**config.mk**
```make
export PLATFORM = sky130hd
export DESIGN_NAME = hps_spi_master
export DESIGN_NICKNAME = d
export VERILOG_FILES = /design/src/rtl/hps_spi_master_pkg.sv /design/src/rtl/hps_spi_master_sck_gen.sv /design/src/rtl/hps_spi_master.sv
export SDC_FILE = /design/constraint.sdc
export NUM_CORES = 1
export LEC_CHECK = 0
export ABC_AREA = 1
export BUFFER_PORTS_ARGS = -buffer_cell sky130_fd_sc_hd__buf_2
export CAP_MARGIN = 30
export CORE_ASPECT_RATIO = 1.4
export CORE_MARGIN = 8
export CORE_UTILIZATION = 51
export CTS_BUF_LIST = sky130_fd_sc_hd__clkbuf_8 sky130_fd_sc_hd__clkbuf_16
export DETAILED_ROUTE_END_ITERATION = 8
export HOLD_SLACK_MARGIN = 0.15
export PLACE_DENSITY = 0.87
export SLEW_MARGIN = 15
export SYNTH_ARGS = -nofsm -noshare
export SYNTH_HDL_FRONTEND = slang
export SYNTH_SLANG_ARGS = --single-unit
```
**constraint.sdc**
```tcl
create_clock -name i_sys_clk -period 2 [get_ports i_sys_clk]
set_clock_uncertainty 0.1 [all_clocks]
set_input_delay 0.1 -clock i_sys_clk [delete_from_list [all_inputs] [get_ports i_sys_clk]]
set_output_delay 0.1 -clock i_sys_clk [all_outputs]
set_load 0.02 [all_outputs]
```
**src/rtl/hps_spi_master_pkg.sv**
```systemverilog
// rtl/hps_spi_master_pkg.sv - FSM states, default word/timing parameters and sizing helper for the HPS SPI master.
package hps_spi_master_pkg;

   typedef enum logic [2:0] {
      ST_IDLE,
      ST_SETUP,
      ST_LO,
      ST_HI,
      ST_NEXT,
      ST_HOLD,
      ST_GAP
   } spi_state_t;

   localparam int DEF_WIDTH    = 16;
   localparam int DEF_CLK_DIV  = 4;
   localparam int DEF_CS_SETUP = 2;
   localparam int DEF_CS_HOLD  = 8;
   localparam int DEF_CS_GAP   = 4;

   function automatic int max_of(input int a, input int b);
      return (a > b) ? a : b;
   endfunction

endpackage

```
**src/rtl/hps_spi_master_sck_gen.sv**
```systemverilog
// rtl/hps_spi_master_sck_gen.sv - SCK half-period timer; restarts whenever the bit phase is not running.
module hps_spi_master_sck_gen #(
   parameter int CLK_DIV = 4
) (
   input  logic i_clk,
   input  logic i_rst,
   input  logic i_run,
   output logic o_tick
);

   localparam int CW = (CLK_DIV > 1) ? $clog2(CLK_DIV) : 1;

   logic [CW-1:0] r_cnt;

   // o_tick marks the last sys_clk cycle of the current SCK half-period.
   assign o_tick = i_run && (r_cnt == CW'(CLK_DIV - 1));

   always_ff @(posedge i_clk or posedge i_rst) begin
      if (i_rst) begin
         r_cnt <= '0;
      end else if (!i_run || o_tick) begin
         r_cnt <= '0;
      end else begin
         r_cnt <= r_cnt + CW'(1);
      end
   end

endmodule

```
**src/rtl/hps_spi_master.sv**
```systemverilog
// rtl/hps_spi_master.sv - SPI master for the HPS command link: CS framing, MSB-first 16-bit words, mode-0 timing.
module hps_spi_master
   import hps_spi_master_pkg::*;
#(
   parameter int WIDTH    = DEF_WIDTH,
   parameter int CLK_DIV  = DEF_CLK_DIV,
   parameter int CS_SETUP = DEF_CS_SETUP,
   parameter int CS_HOLD  = DEF_CS_HOLD,
   parameter int CS_GAP   = DEF_CS_GAP
) (
   input  logic             i_sys_clk,
   input  logic             i_reset,
   input  logic [WIDTH-1:0] i_tx_data,
   input  logic             i_tx_last,
   input  logic             i_tx_valid,
   output logic             o_tx_ready,
   output logic [WIDTH-1:0] o_rx_data,
   output logic             o_rx_valid,
   output logic             o_busy,
   output logic             o_spi_clk,
   output logic             o_spi_mosi,
   input  logic             i_spi_miso,
   output logic             o_spi_cs
);

   localparam int CNT_MAX = max_of(max_of(max_of(CLK_DIV, CS_SETUP), max_of(CS_HOLD, CS_GAP)), WIDTH);
   localparam int CNT_W   = $clog2(CNT_MAX + 1);

   spi_state_t       r_state;
   spi_state_t       w_next_state;
   logic [WIDTH-1:0] r_tx_shift;
   logic [WIDTH-1:0] r_rx_shift;
   logic [WIDTH-1:0] r_rx_data;
   logic [CNT_W-1:0] r_cnt;
   logic [CNT_W-1:0] r_bit_cnt;
   logic             r_last;
   logic             r_tx_ready;
   logic             r_rx_valid;
   logic             r_busy;
   logic             r_sck;
   logic             r_mosi;
   logic             r_cs;
   logic             w_accept;
   logic             w_tick;
   logic             w_cnt_done;
   logic             w_last_bit;
   logic             w_run;

   assign w_accept   = i_tx_valid && r_tx_ready;
   assign w_run      = (r_state == ST_LO) || (r_state == ST_HI);
   assign w_last_bit = (r_bit_cnt == CNT_W'(WIDTH - 1));

   hps_spi_master_sck_gen #(
      .CLK_DIV (CLK_DIV)
   ) u_sck_gen (
      .i_clk  (i_sys_clk),
      .i_rst  (i_reset),
      .i_run  (w_run),
      .o_tick (w_tick)
   );

   always_ff @(posedge i_sys_clk or posedge i_reset) begin
      if (i_reset) begin
         r_state <= ST_IDLE;
      end else begin
         r_state <= w_next_state;
      end
   end

   always_comb begin
      w_next_state = r_state;
      w_cnt_done   = 1'b0;
      unique case (r_state)
         ST_IDLE: begin
            if (w_accept) w_next_state = ST_SETUP;
         end
         ST_SETUP: begin
            w_cnt_done = (r_cnt == CNT_W'(CS_SETUP - 1));
            if (w_cnt_done) w_next_state = ST_LO;
         end
         ST_LO: begin
            if (w_tick) w_next_state = ST_HI;
         end
         ST_HI: begin
            if (w_tick) begin
               if (!w_last_bit) w_next_state = ST_LO;
               else if (r_last)  w_next_state = ST_HOLD;
               else              w_next_state = ST_NEXT;
            end
         end
         ST_NEXT: begin
            if (w_accept) w_next_state = ST_LO;
         end
         ST_HOLD: begin
            w_cnt_done = (r_cnt == CNT_W'(CS_HOLD - 1));
            if (w_cnt_done) w_next_state = ST_GAP;
         end
         ST_GAP: begin
            w_cnt_done = (r_cnt == CNT_W'(CS_GAP - 1));
            if (w_cnt_done) w_next_state = ST_IDLE;
         end
         default: w_next_state = ST_IDLE;
      endcase
   end

   // Ready/busy are registered from the next state so both are low while reset is held.
   always_ff @(posedge i_sys_clk or posedge i_reset) begin
      if (i_reset) begin
         r_tx_shift <= '0;
         r_rx_shift <= '0;
         r_rx_data  <= '0;
         r_cnt      <= '0;
         r_bit_cnt  <= '0;
         r_last     <= 1'b0;
         r_tx_ready <= 1'b0;
         r_rx_valid <= 1'b0;
         r_busy     <= 1'b0;
         r_sck      <= 1'b0;
         r_mosi     <= 1'b0;
         r_cs       <= 1'b1;
      end else begin
         r_tx_ready <= (w_next_state == ST_IDLE) || (w_next_state == ST_NEXT);
         r_busy     <= (w_next_state != ST_IDLE);
         r_rx_valid <= 1'b0;

         if (w_next_state != r_state) begin
            r_cnt <= '0;
         end else if ((r_state == ST_SETUP) || (r_state == ST_HOLD) || (r_state == ST_GAP)) begin
            r_cnt <= r_cnt + CNT_W'(1);
         end

         if (w_accept) begin
            r_tx_shift <= i_tx_data;
            r_last     <= i_tx_last;
            r_mosi     <= i_tx_data[WIDTH-1];
            r_bit_cnt  <= '0;
         end
         if ((r_state == ST_IDLE) && w_accept) r_cs <= 1'b0;
         if ((r_state == ST_LO) && w_tick) r_sck <= 1'b1;

         // MISO is taken on the final HI cycle; MOSI advances on the same edge SCK falls.
         if ((r_state == ST_HI) && w_tick) begin
            r_sck      <= 1'b0;
            r_tx_shift <= {r_tx_shift[WIDTH-2:0], 1'b0};
            r_mosi     <= r_tx_shift[WIDTH-2];
            r_rx_shift <= {r_rx_shift[WIDTH-2:0], i_spi_miso};
            r_bit_cnt  <= r_bit_cnt + CNT_W'(1);
            if (w_last_bit) begin
               r_rx_data  <= {r_rx_shift[WIDTH-2:0], i_spi_miso};
               r_rx_valid <= 1'b1;
            end
         end
         if ((r_state == ST_HOLD) && w_cnt_done) r_cs <= 1'b1;
      end
   end

   assign o_tx_ready = r_tx_ready;
   assign o_rx_data  = r_rx_data;
   assign o_rx_valid = r_rx_valid;
   assign o_busy     = r_busy;
   assign o_spi_clk  = r_sck;
   assign o_spi_mosi = r_mosi;
   assign o_spi_cs   = r_cs;

endmodule

```
Yosys cells after proc, flatten, opt, wreduce, memory -nomap -nowiden
Index checks and enable logic that the tools add are counted.

operators by class
  add/sub/neg operators = 3
  equal/unequal tests = 13
  muxes and demuxes = 26
  reductions and logical operators = 20

operators with widths
  kind                   count
  $mux W15               2
  $mux W3                8
  $pmux W3 S7            1
  $mux W5                4
  $eq A3 B3 Y1 const B   4
  $add A5 B1 Y5 const B  2
  $mux W1                9
  $reduce_bool A2 Y1     4
  $eq A3 B2 Y1 const B   2
  $logic_and A1 B1 Y1    6
  $logic_not A3 Y1       2
  $eq A5 B1 Y1 const B   1
  $eq A5 B2 Y1 const B   1
  $eq A5 B3 Y1 const B   1
  $eq A5 B4 Y1 const B   1
  $logic_or A1 B1 Y1     5
  $eq A3 B1 Y1 const B   1
  $ne A3 B3 Y1           1
  $pmux W1 S3            1
  $reduce_bool A3 Y1     1
  $add A2 B1 Y2 const B  1
  $eq A2 B2 Y1 const B   1
  $mux W2                1
  $reduce_and A2 Y1      1
  $logic_not A1 Y1       1

word-level totals
  register bits after elaboration = 68
  input port bits = 21
  output and inout port bits = 22
  word-level logic and storage cells = 76

Longest topological paths before layout
  word-level depth = 7
  mapped depth = 11

Modules after synthesis
Synthesis repeated with hierarchy kept, for this count alone.

unflattened totals
  cell total of the unflattened synthesis = 329
  area total of the unflattened synthesis = 2995.4 um^2

modules (own cells, without submodules)
  module                  times used  cells an instance  area each (um^2)  sequential area each (um^2)
  hps_spi_master          1           318                2902.8            1652.8
  hps_spi_master_sck_gen  1           11                 92.6              50.0

Least setup slack after synthesis
OpenSTA, ideal clock, no wires.

  path kind = register -> register
  start point = register r_bit_cnt[0]
  end point = register r_cnt[0]
  library setup time = 0.126 ns
  arrival time = 1.427 ns
  required time = 1.774 ns
  slack = 0.347 ns
  stages on the path, launching flop included = 11
  period minus slack after synthesis = 1.653 ns
  cell sequence = dfrtp_1 -> ha_1 -> nand2_1 -> nor2_1 -> ha_1 -> nand2_1 -> nand2_1 -> nand2_1 -> nand3_1 -> o21bai_2 -> nor3_1

between the ends
  longest elaborated chain between the ends = 6
  elaborated cells between the ends (all ways) = 7

RTL lines
  what                                           line                   text
  from (decl)                                    hps_spi_master.sv:35   logic [CNT_W-1:0] r_bit_cnt;
  from (signal assigned)                         hps_spi_master.sv:147  r_bit_cnt <= r_bit_cnt + CNT_W'(1);
  $eq A5 B4 Y1 *                                 hps_spi_master.sv:51   assign w_last_bit = (r_bit_cnt == CNT_W'(WIDTH - 1));
  $mux W3 *                                      hps_spi_master.sv:86   if (!w_last_bit) w_next_state = ST_LO;
  $mux W3 *                                      hps_spi_master.sv:85   if (w_tick) begin
  $pmux W3 S7 *                                  hps_spi_master.sv:73   unique case (r_state)
  $ne A3 B3 Y1 *                                 hps_spi_master.sv:126  if (w_next_state != r_state) begin
  $mux W5 or $reduce_bool A2 Y1 (tied branches)  n/a
  to (signal assigned)                           hps_spi_master.sv:129  r_cnt <= r_cnt + CNT_W'(1);
  to (decl)                                      hps_spi_master.sv:34   logic [CNT_W-1:0] r_cnt;

Mark *: on every way between the ends. The rest lies on a longest branch, timed or not.
A chain may end at the register's enable or synchronous reset.

Worst setup path in the final report
  start point = register r_bit_cnt[0]
  end point = register r_busy, in the netlist o_busy

between the ends
  longest elaborated chain between the ends = 5

RTL lines
  what                  line                   text
  $eq A5 B4 Y1          hps_spi_master.sv:51
  $mux W3               hps_spi_master.sv:86
  $mux W3               hps_spi_master.sv:85
  $pmux W3 S7           hps_spi_master.sv:73
  $reduce_bool A3 Y1    hps_spi_master.sv:123  r_busy <= (w_next_state != ST_IDLE);
  to (signal assigned)  hps_spi_master.sv:123
  to (decl)             hps_spi_master.sv:39   logic r_busy;

No other way between the ends.

==> flow_metrics.tcl <==
set metrics [dict create \
    outcome "finished, final reports clean" \
    drc 0 \
    grt_pass1_vias 2636 \
    synthTopCellsByArea "dfrtp_1, nand2_1, inv_1" \
    cp_max_fo 14 \
    yosys.cell_types.count 36 \
    min_path_type "in -> async" \
    wire_per_inst_um 14.8 \
    ys_seq_area_share_pct 54.4 \
    start_util_pct 51.5 \
    antenna_found_initial 0 \
    setup_tns_ns 0 \
    io_buffers 42 \
    core_mm2 0.00608 \
    clock_sinks 68 \
    dp_cells 437 \
    nets 423 \
    path_buf_inv 1 \
    dr.pass1.iters 4 \
    cp.arrival_ns 1.94 \
    stdcell_area_mm2 0.00376 \
    cts_setup_buffers 0 \
    fp.dieH_um 109 \
    vias 2491 \
    viasPerCell 5.26 \
    critPathLaunchType "flip-flop" \
    rsz0062_at_grt "false" \
    worstPathRequired_ns 2.10 \
    place_area_mm2 0.00339 \
    synth_edf_count 0 \
    path_cells "ha_1 -> nand2_1 -> nor2_1 -> ha_1 -> nand3_4 -> inv_2 -> nor2_1 -> nand4_1" \
    synth-main-ff-cell "dfrtp_1" \
    finalNonFillerCells 474 \
    synth_commonest_cells "nand2_1, dfrtp_1, inv_1" \
    synth.most_common_cell "nand2_1" \
    area_delta_synth_final_pct 20.2 \
    ant_nets 0 \
    drive_gt1_share_pct 21.9 \
    setup_viol 0 \
    first_iter_violations 190 \
    p_total_mw 3.83 \
    syn_area_per_cell_um2 9.49 \
    ctsRootBufferMaster "clkbuf_8" \
    cts_tree "built" \
    cts_hold_buf 21 \
    synth_area_mm2 0.00313 \
    clk_pin_slew_ns 0.07 \
    maxSlewViolCount 0 \
    powerDensity_mw_per_mm2 1020 \
    fin_hold_ws_ns 0.272 \
    fillCellCount 492 \
    synth_top_area_share_pct 53.6 \
    grt_pass1_wl_mm 11.9 \
    rows 34 \
    worst-slew-pin-transition_ns 0.488 \
    dieWidth_um 82.2 \
    hpwlAfterDp_mm 4.85 \
    ys.warnings.count 0 \
    h-tree-depth 3 \
    p_leak_nw 1.91 \
    slowest_stage "dfrtp_1" \
    ir_drop_mv 0.697 \
    maxCapViolCount 0 \
    synth_largest_area_cell "dfrtp_1" \
    track_usage_pct 17.1 \
    async_reset_ff_share_pct 100 \
    routed_wirelength_mm 7.01 \
    grt_overflow_total 0 \
    cts_resized 0 \
    cpPeakStageDelay_ns 0.40 \
    cp_top_family "simple AND/OR/NAND/NOR gates" \
    clock_path_buffers 2 \
    place_congestion 0.835 \
    antenna_cells 0 \
    io_pins 43 \
    worstSkewPairLatency_ns 0.34 \
    grt_max_degree 69 \
    dieArea_mm2 0.00894 \
    timing.final.crit_share_pct 92.2 \
    min_period_ns 1.84 \
    cp-end-kind "flip-flop" \
    synth_nets 356 \
    netlist_instances 330 \
    synth-seq-cells 68 \
    path_class "reg -> reg" \
    slew_headroom_pct 67.5 \
    cts_buffers 9 \
    hold_viol_final 0 \
    fmax_ghz 0.543 \
]
## placed cells by master (no fill, tap or decap), types with 5 or more instances in the layout
cell | netlist | layout
nand2_1 | 73 | 73
dfrtp_1 | 67 | 67
inv_1 | 46 | 46
buf_2 | 2 | 42
nand3_1 | 29 | 29
nor2_1 | 22 | 22
dlygate4sd3_1 | 0 | 21
o21ai_0 | 14 | 14
o21ai_1 | 12 | 12
clkbuf_8 | 0 | 9
o221ai_2 | 8 | 8
o221ai_1 | 6 | 6
a21oi_1 | 5 | 5
nor3_1 | 5 | 5
ha_1 | 5 | 5
clkinv_2 | 0 | 5
## cells by family (layout without fill, tap and decap cells)
logic type / Yosys count / in the layout / synth area share (%)
and+or+nand+nor: 141 / 141 / 20.9
xor gates and xnor gates: 2 / 2 / 0.560
DFF: 68 / 68 / 54.4
buffers and inverters: 61 / 133 / 9.07
adders and majority gates: 5 / 5 / 2.00
AOI/OAI and AO/OA: 53 / 53 / 13.0
## worst reg2reg max path, stage by stage (launching register included)
cell     delay [ns]
dfrtp_1        0.40
ha_1           0.21
nand2_1        0.09
nor2_1         0.05
ha_1           0.22
nand3_4        0.19
inv_2          0.12
nor2_1         0.20
nand4_1        0.13
## flip-flops by register name, indices dropped and copies added, names as in the netlist
signal and flops:
r_rx_shift 15, r_state 3, r_tx_shift 15, o_spi_clk 1
r_last 1, r_bit_cnt 5, o_rx_valid 1, o_busy 1
o_spi_cs 1, u_sck_gen.r_cnt 2, o_spi_mosi 1, o_rx_data 16
o_tx_ready 1, r_cnt 5
## area by class of cell
type	instances	area, µm²	area share [%]
Sequential cell	68	1700	45.2
Multi-Input combinational cell	201	1140	30.4
Timing Repair Buffer	68	483	12.8
Inverter	49	184	4.89
Clock buffer	9	124	3.29
Tap cell	72	90.1	2.39
Clock inverter	7	36.3	0.964
## worst paths after layout
check | start | endpoint | slack [ns] | depth (start not counted)
max | r_bit_cnt[0] | o_busy | 0.16 | 8
min | i_reset | o_rx_data[15] | 0.27 | 4
max reg2reg | r_bit_cnt[0] | o_busy | 0.16 | 8
min reg2reg | u_sck_gen.r_cnt[0] | u_sck_gen.r_cnt[0] | 0.34 | 1
max in group asynchronous | i_reset | o_spi_cs | 1.21 | 4
min in group i_sys_clk | u_sck_gen.r_cnt[0] | u_sck_gen.r_cnt[0] | 0.34 | 1
## metrics by stage
stage / setup WS [ns] / util [%]
3_3_place_gp: 0.272 / 55.8
3_5_place_dp: 0.215 / 55.8
4_1_cts: 0.140 / 61.9
6_report: 0.157 / 61.9
5_1_grt: 0.0211 / 61.9
2_1_floorplan: 0.0901 / -
## where the power goes
| part | switching, mW | internal (mW) |
|---|---|---|
| registers | 0.175 | 1.64 |
| clock network | 0.497 | 0.433 |
| logic | 0.672 | 0.417 |
| total | 1.34 | 2.49 |
## per-layer routing
layer | global-route usage, % | wire, µm | up-vias
met5 | 0 | 0 | -
met3 | 5.20 | 322 | 13
met2 | 28.4 | 3730 | 62
met4 | 7.43 | 143 | 0
li1 | - | - | 1213
met1 | 19.7 | 2810 | 1203
(Power assumes the default switching activity.)
